$ cat config.mk
export PLATFORM = sky130hd
export DESIGN_NAME = alu_mc
export DESIGN_NICKNAME = d
export VERILOG_FILES = /design/src/rtl/alu_mc_pkg.sv /design/src/rtl/alu_mc_iter.sv /design/src/rtl/alu_mc.sv
export SDC_FILE = /design/constraint.sdc
export NUM_CORES = 1
export LEC_CHECK = 0
export CORE_AREA = 2 2 176 178
export DETAILED_ROUTE_END_ITERATION = 7
export DIE_AREA = 0 0 178 180
export PLACE_DENSITY_LB_ADDON = 0.1
export SLEW_MARGIN = 25
export SYNTH_ARGS = -nofsm -noshare
export SYNTH_HDL_FRONTEND = slang
export SYNTH_SLANG_ARGS = --single-unit
$ cat constraint.sdc
create_clock -name clock -period 3.28 [get_ports clock]
set_clock_uncertainty 0.1 [all_clocks]
set_input_delay 0.328 -clock clock [delete_from_list [all_inputs] [get_ports clock]]
set_output_delay 0.328 -clock clock [all_outputs]
set_load 0.02 [all_outputs]
$ cat src/rtl/alu_mc_pkg.sv
// alu_mc_pkg: shared definitions for the multi-cycle ALU.
//   - opcode encodings for ops 0..10 (11..15 are reserved)
//   - FSM state encoding for alu_mc
//   - iterative datapath mode encoding
//   - cnt_width(): iteration counter width for a given operand width
// Optional feature macro: ALU_MC_DIV_EN (enables the divider; see alu_mc.sv).
package alu_mc_pkg;

  localparam logic [3:0] OP_ADD   = 4'd0;
  localparam logic [3:0] OP_PAS1  = 4'd1;
  localparam logic [3:0] OP_SUB   = 4'd2;
  localparam logic [3:0] OP_PAS2  = 4'd3;
  localparam logic [3:0] OP_MULLO = 4'd4;
  localparam logic [3:0] OP_MULHI = 4'd5;
  localparam logic [3:0] OP_DIVQ  = 4'd6;
  localparam logic [3:0] OP_DIVR  = 4'd7;
  localparam logic [3:0] OP_AND   = 4'd8;
  localparam logic [3:0] OP_OR    = 4'd9;
  localparam logic [3:0] OP_XOR   = 4'd10;

  // ST_DIVZ is a reserved encoding: divide-by-zero finishes at the accept
  // edge from IDLE, so the FSM never needs to enter it.
  typedef enum logic [1:0] {
    ST_IDLE = 2'd0,
    ST_ITER = 2'd1,
    ST_DIVZ = 2'd2
  } state_t;

  localparam logic MODE_MUL = 1'b0;
  localparam logic MODE_DIV = 1'b1;

  // Counter must hold the value WIDTH itself, hence WIDTH+1.
  function automatic int cnt_width(input int width);
    return $clog2(width + 1);
  endfunction

endpackage

$ cat src/rtl/alu_mc_iter.sv
// alu_mc_iter: shared iterative shift datapath for multiply and divide.
//   clock, reset_n : clock, synchronous active-low reset
//   start          : load operands and begin WIDTH iterations
//   mode           : MODE_MUL (shift-add) or MODE_DIV (restoring divide)
//   a, b           : multiplier/dividend, multiplicand/divisor
//   done           : high during the cycle whose edge performs the last iteration
//   acc_nxt        : accumulator value produced by the current iteration
//                    (product, or {remainder, quotient} in divide mode)
// The divider half is only built when ALU_MC_DIV_EN is defined.
module alu_mc_iter
  import alu_mc_pkg::*;
#(
  parameter int WIDTH = 16
) (
  input  logic                 clock,
  input  logic                 reset_n,
  input  logic                 start,
  input  logic                 mode,
  input  logic [WIDTH-1:0]     a,
  input  logic [WIDTH-1:0]     b,
  output logic                 done,
  output logic [2*WIDTH-1:0]   acc_nxt
);

  localparam int CW = cnt_width(WIDTH);

  logic [CW-1:0]        cnt;
  logic [2*WIDTH-1:0]   acc;
  logic [WIDTH-1:0]     b_q;

  // Multiply: low half starts as the multiplier and is shifted out LSB first
  // while partial sums enter from the top.
  logic [WIDTH:0]       mul_sum;
  logic [2*WIDTH-1:0]   mul_nxt;

  always_comb begin
    mul_sum = {1'b0, acc[2*WIDTH-1:WIDTH]} + {1'b0, b_q};
    if (acc[0]) mul_nxt = {mul_sum, acc[WIDTH-1:1]};
    else        mul_nxt = {1'b0, acc[2*WIDTH-1:1]};
  end

`ifdef ALU_MC_DIV_EN
  logic                 mode_q;
  logic [WIDTH:0]       div_rs;
  logic [WIDTH:0]       div_diff;
  logic [2*WIDTH-1:0]   div_nxt;

  // Restoring divide: shift {rem, quot} left, trial-subtract the divisor
  // from the widened remainder; a clear borrow bit means the subtract sticks.
  always_comb begin
    div_rs   = {acc[2*WIDTH-1:WIDTH], acc[WIDTH-1]};
    div_diff = div_rs - {1'b0, b_q};
    if (!div_diff[WIDTH]) div_nxt = {div_diff[WIDTH-1:0], acc[WIDTH-2:0], 1'b1};
    else                  div_nxt = {div_rs[WIDTH-1:0], acc[WIDTH-2:0], 1'b0};
  end

  always_ff @(posedge clock) begin
    if (!reset_n)   mode_q <= MODE_MUL;
    else if (start) mode_q <= mode;
  end

  assign acc_nxt = (mode_q == MODE_DIV) ? div_nxt : mul_nxt;
`else
  logic unused_mode;
  assign unused_mode = mode;
  assign acc_nxt     = mul_nxt;
`endif

  // cnt == 0 means idle; loaded with WIDTH, the last iteration happens on
  // the edge where it steps from 1 to 0.
  always_ff @(posedge clock) begin
    if (!reset_n) begin
      cnt <= '0;
      acc <= '0;
      b_q <= '0;
    end else if (start) begin
      cnt <= CW'(WIDTH);
      acc <= {{WIDTH{1'b0}}, a};
      b_q <= b;
    end else if (cnt != '0) begin
      cnt <= cnt - CW'(1);
      acc <= acc_nxt;
    end
  end

  assign done = (cnt == CW'(1));

endmodule

$ cat src/rtl/alu_mc.sv
// alu_mc: multi-cycle ALU (add/sub/pass/logic in one cycle, multiply and
// divide over WIDTH cycles on a shared iterative datapath).
//   clock, reset_n      : clock, synchronous active-low reset
//   in_valid, in_ready  : request handshake (in_ready high iff FSM is IDLE)
//   op, var1, var2      : opcode and operands, captured on accept
//   out_valid           : one-cycle pulse marking a new result/flags
//   result, carry, zero, err : registered outputs, held between completions
// Macro ALU_MC_DIV_EN: when defined, ops 6/7 divide; otherwise they are
// treated as reserved opcodes.
//
// Handshake: a request is accepted on a rising edge where in_valid and
// in_ready are both high. Nothing is queued; in_valid while in_ready is low
// has no effect. out_valid is a single-cycle pulse with no backpressure.
module alu_mc
  import alu_mc_pkg::*;
#(
  parameter int WIDTH = 16
) (
  input  logic               clock,
  input  logic               reset_n,
  input  logic               in_valid,
  output logic               in_ready,
  input  logic [3:0]         op,
  input  logic [WIDTH-1:0]   var1,
  input  logic [WIDTH-1:0]   var2,
  output logic               out_valid,
  output logic [WIDTH-1:0]   result,
  output logic               carry,
  output logic               zero,
  output logic               err
);

  state_t state;
  logic   sel_hi;      // completing op reads the upper accumulator half

  logic accept;
  logic op_is_mul;
  logic op_is_div;
  logic start_iter;

  logic [WIDTH:0] s_res;
  logic           s_carry;
  logic           s_err;

  logic               iter_done;
  logic [2*WIDTH-1:0] iter_acc;
  logic [WIDTH-1:0]   iter_res;

  assign in_ready  = (state == ST_IDLE);
  assign accept    = in_valid & in_ready;
  assign op_is_mul = (op == OP_MULLO) || (op == OP_MULHI);
  assign op_is_div = (op == OP_DIVQ) || (op == OP_DIVR);

`ifdef ALU_MC_DIV_EN
  assign start_iter = accept & (op_is_mul | (op_is_div & (var2 != '0)));
`else
  assign start_iter = accept & op_is_mul;
`endif

  // Single-cycle ops, plus the immediate completions (reserved op and
  // divide-by-zero). Iterative ops never use this value.
  always_comb begin
    s_res   = '0;
    s_carry = 1'b0;
    s_err   = 1'b0;
    case (op)
      OP_ADD: begin
        s_res   = {1'b0, var1} + {1'b0, var2};
        s_carry = s_res[WIDTH];
      end
      OP_SUB: begin
        // Bit WIDTH of the widened difference is the unsigned borrow.
        s_res   = {1'b0, var1} - {1'b0, var2};
        s_carry = s_res[WIDTH];
      end
      OP_PAS1:  s_res = {1'b0, var1};
      OP_PAS2:  s_res = {1'b0, var2};
      OP_AND:   s_res = {1'b0, var1 & var2};
      OP_OR:    s_res = {1'b0, var1 | var2};
      OP_XOR:   s_res = {1'b0, var1 ^ var2};
      OP_MULLO, OP_MULHI: s_res = '0;
`ifdef ALU_MC_DIV_EN
      OP_DIVQ: begin
        s_res = {1'b0, {WIDTH{1'b1}}};
        s_err = 1'b1;
      end
      OP_DIVR: begin
        s_res = {1'b0, var1};
        s_err = 1'b1;
      end
`endif
      default: s_err = 1'b1;
    endcase
  end

  alu_mc_iter #(.WIDTH(WIDTH)) u_iter (
    .clock   (clock),
    .reset_n (reset_n),
    .start   (start_iter),
    .mode    (op_is_div ? MODE_DIV : MODE_MUL),
    .a       (var1),
    .b       (var2),
    .done    (iter_done),
    .acc_nxt (iter_acc)
  );

  assign iter_res = sel_hi ? iter_acc[2*WIDTH-1:WIDTH] : iter_acc[WIDTH-1:0];

  always_ff @(posedge clock) begin
    if (!reset_n) begin
      state     <= ST_IDLE;
      sel_hi    <= 1'b0;
      out_valid <= 1'b0;
      result    <= '0;
      carry     <= 1'b0;
      zero      <= 1'b0;
      err       <= 1'b0;
    end else begin
      out_valid <= 1'b0;
      case (state)
        ST_IDLE: begin
          if (start_iter) begin
            state  <= ST_ITER;
            sel_hi <= (op == OP_MULHI) || (op == OP_DIVR);
          end else if (accept) begin
            out_valid <= 1'b1;
            result    <= s_res[WIDTH-1:0];
            carry     <= s_carry;
            zero      <= (s_res[WIDTH-1:0] == '0);
            err       <= s_err;
          end
        end
        ST_ITER: begin
          if (iter_done) begin
            state     <= ST_IDLE;
            out_valid <= 1'b1;
            result    <= iter_res;
            carry     <= 1'b0;
            zero      <= (iter_res == '0);
            err       <= 1'b0;
          end
        end
        default: state <= ST_IDLE;
      endcase
    end
  end

endmodule

==> results of run 1 <==
-- cells by family after synthesis --
| family | synth area share (%) |
|---|---|
| flip-flops | 21.0 |
| AO/OA/AOI/OAI | 30.3 |
| adder cells (fa/ha/maj) | 13.1 |
| XOR/XNOR | 1.83 |
| buffers and inverters | 7.13 |
| multiplexers | 3.90 |
| AND/OR/NAND/NOR | 22.8 |
-- where the power goes --
| group | internal [W] | leakage, nW | switching [W] | total [W] |
|---|---|---|---|---|
| registers | 0.00108 | 0.614 | 0.000139 | 0.00122 |
| clock network | 0.000661 | 0.152 | 0.000401 | 0.00106 |
| logic | 0.000868 | 3.23 | 0.00128 | 0.00215 |
| total | 0.00261 | 4.00 | 0.00182 | 0.00443 |
-- cell type report --
class	count	area, um2
fillers	3260	20600
multi-input cells	765	5250
repair buffers	211	1810
flip-flops and latches	75	1500
well taps	396	495
clock buffers	10	229
inverters	56	210
clock inverters	5	78.8
-- sequential cells by signal (all words and copies together) (netlist names) --
signal	flops
u_iter.acc	32
result	16
u_iter.b_q	16
u_iter.cnt	5
carry	1
err	1
out_valid	1
sel_hi	1
state	1
zero	1
-- worst max path at each step --
stage                  start  cells after the start  slack, ps          to
6_report             var2[3]                     13        130  result[15]
3_5_place_dp         var1[0]                     13       -320        zero
4_1_cts              var1[0]                     13         30        zero
3_3_place_gp         var1[0]                     13       -260        zero
2_1_floorplan  u_iter.b_q[0]                     11        460        zero
5_1_grt              var1[0]                     15        -10        zero
-- layer usage --
metal | wire [um] | up-vias | track usage [%]
li1 | - | 3820 | -
met1 | 13900 | 3653 | 25.2
met2 | 13000 | 171 | 28.2
met3 | 1040 | 26 | 2.01
met4 | 550 | 0 | 4.16
met5 | 0 | - | 0
-- stage by stage --
stage               TNS, ps  util [%]  worst slack (ps)
finish                    0      31.7               135
global route          -13.5      31.7             -13.5
CTS                       0      31.4              33.0
detailed placement    -1210      30.4              -325
global placement      -1210      30.4              -258
floorplan                 0         -               464
-- cells in the mapped netlist, types with 4 or more instances --
cell	n	area [um2]
a2111oi_0	7	61.3
a211oi_1	21	158
a21o_1	16	120
a21oi_1	80	400
a22o_1	5	43.8
a22oi_1	4	30.0
a311oi_1	21	184
a31oi_1	12	75.1
and3_1	4	25.0
and4_1	4	35.0
buf_1	6	22.5
buf_2	15	75.1
buf_6	4	45.0
clkbuf_1	36	135
dfxtp_1	75	1500
ha_1	70	876
inv_1	55	206
mux2_2	5	56.3
mux2i_1	20	200
nand2_1	128	480
nand2b_1	9	56.3
nand3_1	9	45.0
nand3b_1	5	37.5
nor2_1	103	387
nor2b_1	15	93.8
nor3_1	32	160
nor3b_1	4	30.0
nor4_1	4	25.0
o2111ai_1	7	61.3
o211ai_1	19	143
o21a_1	8	60.1
o21ai_0	35	175
o21ai_1	9	45.0
o21bai_1	4	30.0
o22ai_1	5	31.3
or2_2	6	37.5
or3_1	4	25.0
xnor2_1	14	123
-- worst max-delay path, cell delays in order --
cell	delay [ps]
clkdlybuf4s50_1	490
inv_1	60
ha_1	340
or3_4	410
o2111ai_4	290
a31oi_4	170
o41ai_4	390
o41ai_1	130
and3b_1	230
o31ai_2	60
buf_4	150
o211ai_1	150
nand2_1	70
-- repair_timing --
action	CTS	global route
pin swaps	0	2
gates resized for setup	1	13
endpoints found under the setup margin	1	5
cloned	0	0
buffers inserted	0	1
==> results.md, run 1 <==
- CTS tree: built
- Worst vdd ir: 421 uV
- Wire length per cell: 18.7 um
- P&R area growth vs syn: 33.6%
- Vias per cell: 5.05
- Number of global-route vias before repair: 7409
- Antenna violations before repair: 0
- Starting density of the core: 23.7%
- Die Footprint: 32000 um2
- Worst Max-Slew Pin Slew: 694 ps
- Hold Path End: u_iter.b_q[9]
- Die H: 180 um
- Syn Nets: 1072
- Pin count of the biggest net entering global routing: 51
- Synthesized area: 7160 um2
- Pre-antenna DRT Iters: 5
- Clock buffer depth: 2
- Yosys cell types: 89
- CTS Sinks: 75
- Leakage power: 4.00 nW
- CTS Buf Count: 9
- Endpoint class of the critical path: flip-flop
- Fin crit period: 3150 ps
- Cts hold-fix bufs: 0
- Reg2reg start: u_iter.b_q[0]
- Final Hold Fails: 0
- Area post-placement: 9180 um2
- Post-Layout Cell Count: 1518
- Hold slack: 364 ps
- Internal reg-to-reg setup slack: 180 ps
- DP Wirelength: 22600 um
- Placed cells: 1502
- RR Endpoint: zero
- Final setup violation count: 0
- Hold Path Depth: 2
- ANT cells: 0
- Layout cell share with drive strength beyond 1: 18.4%
- Tot Pwr: 0.00443 W
- Arrival time at the worst endpoint: 3270 ps
- Fin crit share: 95.9%
- Worst-Skew Late Latency: 340 ps
- Avg Inst Size Synth: 7.46 um2
- Top FF cell, synth: dfxtp_1
- Site Rows: 64
- Final Routed Wirelength: 28400 um
- Most frequent cells in the layout: buf_4 (146), nand2_1 (128), nor2_1 (103)
- Data required time of the worst path: 3410 ps
- EDFF count, synth: 0
- Seq/Total Area, Yosys: 21.0%
- Overall global routing resource usage: 17.7%
- DRT iter0 DRCs: 456
- Final instance area: 9570 um2
- Yosys warns: 0
- Nets: 1230
- Critical Path Start Type: primary input
- Hold path start: u_iter.b_q[9]
- CTS root buffer: clkbuf_16
- Ys async rst share: 0%
- Critical Path Fanout Max: 6
- R2r worst-path depth: 11
- #FFs+latches synth: 75
- Status: finished clean
- Max Cap Violations: 0
- Max Clk Rate: 318 MHz
- Commonest non-fill, non-tap cell in the layout: buf_4
- Syn Inst Count: 960
- Core area: 30200 um2
- PD cells: 463 nW/um2
- Worst slew margin: 53.6%
- First-pass GRT wire length: 43600 um
- Post-DRT Antenna Nets: 0
- Crit Path Class: primary input to flip-flop
- RSZ-0062 raised after global routing: yes
- IO Port Bufs: 59
- DIE WIDTH: 178 um
- GR Overflow Total: 0
- I/O pin count: 60
- CTS H-Tree Depth: 3
- Routability cong.: 0.857
- Reg clk slew, reported paths: 60 ps
- Vias: 7670
- HP Class: flip-flop to flip-flop
- DRC: 0
- Slew Limit Fails: 0
No activity file was read; power rests on OpenSTA's default activity.
==> inputs of run 2 (changes only) <==
PLACE_DENSITY = 0.37   (was not set)
PLACE_DENSITY_LB_ADDON = not set   (was 0.1)
==> run 2 against run 1 <==
Sequential share of layout area up 0.066 points. Fmax decreased by 1.6%. Largest power group unchanged. Wire length rose by 1.6%. Clock power hardly changed. Critical endpoint is now zero. Sequential power barely moved. Largest cell class unchanged. Via count down 0.95%. Critical path type is now flip-flop to flip-flop. Design area decreased by 0.42%. Clock-buffer cell count decreased by 1.
==> results.md, run 2 (same netlist as run 1, synthesis figures left out) <==
- Starting density of the core: 23.7% (unchanged)
- R2r worst-path depth: 10 (was 11)
- Setup TNS Final: 0 ps (unchanged)
- HP Class: flip-flop to flip-flop (unchanged)
- Max Clk Rate: 313 MHz (was 318 MHz)
- Vias: 7597 (was 7670)
- CTS root buffer: clkbuf_16 (unchanged)
- Core area: 30200 um2 (unchanged)
- Endpoint class of the critical path: flip-flop (unchanged)
- Critical Path Fanout Max: 6 (unchanged)
- CTS H-Tree Depth: 3 (unchanged)
- GR Overflow Total: 0 (unchanged)
- Worst slew margin: 59.0% (was 53.6%)
- DP Wirelength: 23100 um (was 22600 um)
- ANT cells: 0 (unchanged)
- DRT iter0 DRCs: 427 (was 456)
- Nets: 1226 (was 1230)
- Pin count of the biggest net entering global routing: 51 (unchanged)
- Layout fillers: 3349 (was 3260)
- Wire length per cell: 19.1 um (was 18.7 um)
- Most frequent cells in the layout: buf_4 (145), nand2_1 (128), nor2_1 (103) (was buf_4 (146), nand2_1 (128), nor2_1 (103))
- Reg with most FFs: u_iter.acc (unchanged)
- CTS Sinks: 75 (unchanged)
- Layout cell share with drive strength beyond 1: 18.9% (was 18.4%)
- Cts hold-fix bufs: 0 (unchanged)
- Number of global-route vias before repair: 7490 (was 7409)
- Worst Max-Slew Pin Slew: 613 ps (was 694 ps)
- RSZ-0062 raised after global routing: yes (unchanged)
- I/O pin count: 60 (unchanged)
- Pre-antenna DRT Iters: 5 (unchanged)
- Hold Path Depth: 2 (unchanged)
- First-pass GRT wire length: 44000 um (was 43600 um)
- Leakage power: 3.97 nW (was 4.00 nW)
- Reg clk slew, reported paths: 60 ps (about the same)
- Data required time of the worst path: 3400 ps (was 3410 ps)
- Status: finished clean (unchanged)
- Critical Path Start Type: flip-flop (was primary input)
- PD cells: 468 nW/um2 (was 463 nW/um2)
- Max Cap Violations: 0 (unchanged)
- FF+latch area: 1500 um2 (unchanged)
- Largest regs: u_iter.acc: 32 flops, result: 16 flops, u_iter.b_q: 16 flops (unchanged)
- Post-DRT Antenna Nets: 0 (unchanged)
- CTS Buf Count: 9 (unchanged)
- Final Hold Fails: 0 (unchanged)
- Tot Pwr: 0.00446 W (was 0.00443 W)
- Clock buffer depth: 2 (unchanged)
- DRC: 0 (unchanged)
- Routability cong.: 0.871 (was 0.857)
- Die Footprint: 32000 um2 (unchanged)
- DIE WIDTH: 178 um (unchanged)
- Fin crit period: 3200 ps (was 3150 ps)
- Arrival time at the worst endpoint: 3310 ps (was 3270 ps)
- Area post-placement: 9110 um2 (was 9180 um2)
- CTS tree: built (unchanged)
- Final setup violation count: 0 (unchanged)
- Worst vdd ir: 631 uV (was 421 uV)
- Worst-Skew Late Latency: 340 ps (about the same)
- Hold slack: 359 ps (was 364 ps)
- Final instance area: 9530 um2 (was 9570 um2)
- IO Port Bufs: 59 (unchanged)
- Crit Path Class: flip-flop to flip-flop (was primary input to flip-flop)
- Overall global routing resource usage: 17.8% (was 17.7%)
- Fin crit share: 97.5% (was 95.9%)
- Final Routed Wirelength: 28900 um (was 28400 um)
- P&R area growth vs syn: 33.1% (was 33.6%)
- Slew Limit Fails: 0 (unchanged)
- Die H: 180 um (unchanged)
- Area of the multi-input gates: 5270 um2 (was 5250 um2)
- Antenna violations before repair: 0 (unchanged)
- Max FFs per register: 32 (unchanged)
- Commonest non-fill, non-tap cell in the layout: buf_4 (unchanged)
- Vias per cell: 5.01 (was 5.05)
- Site Rows: 64 (unchanged)
==> run 2: changes by cell type in the layout (fill, tap and decap cells not counted), sizes merged <==
cell | before | now
clkbuf | 10 | 9
clkinv | 4 | 3
buf | 152 | 148
clkinvlp | 0 | 3
==> run 2: power breakdown <==
part           leakage, nW  internal (W)  switching (W)
Clock                0.147      0.000664       0.000424
Combinational         3.21      0.000872        0.00128
Sequential           0.614       0.00108       0.000138
==> run 2: repair_timing <==
item | in CTS | in global routing
setup endpoints to repair | 0 | 8
buffers inserted | 0 | 0
resized for setup | 0 | 22
==> run 2: metal layers <==
| metal | wire (um) | GRT usage [%] | vias up |
|---|---|---|---|
| li1 | - | - | 3798 |
| met1 | 14100 | 25.0 | 3643 |
| met2 | 13500 | 29.4 | 130 |
| met3 | 811 | 1.97 | 26 |
| met4 | 469 | 3.44 | 0 |
| met5 | 0 | 0 | - |
==> run 2: path summary, 6_finish.rpt <==
| kind | end | start | slack (ps) |
|---|---|---|---|
| hold / removal | result[0] | result[0] | 360 |
| setup reg to reg | zero | u_iter.b_q[4] | 80 |
| setup / recovery | zero | u_iter.b_q[4] | 80 |
| hold reg to reg | result[0] | result[0] | 360 |
==> run 2: stage by stage <==
stage	setup WS, ps	cells	util (%)
6_report	83.5	1515	31.6
5_1_grt	-19.0	1515	31.6
4_1_cts	37.5	1515	31.2
3_5_place_dp	-275	1499	30.2
3_3_place_gp	-298	1499	30.2
2_1_floorplan	464	960	-
==> run 2: worst max-delay path, cell delays in order, from the launching register on <==
cell,delay (ps)
dfxtp_1,330
ha_1,380
a21o_1,220
a31o_1,210
o21a_1,230
o41a_1,490
xnor2_1,180
o21ai_0,400
and4bb_1,260
a31oi_1,190
o21ai_1,90
==> run 2: layout make-up <==
type,instances,area share (%)
clock buffers,9,2.36
clock inverters,7,0.971
inverters,56,2.21
multi-input cells,765,55.3
flip-flops and latches,75,15.8
well taps,396,5.20
repair buffers,207,18.2
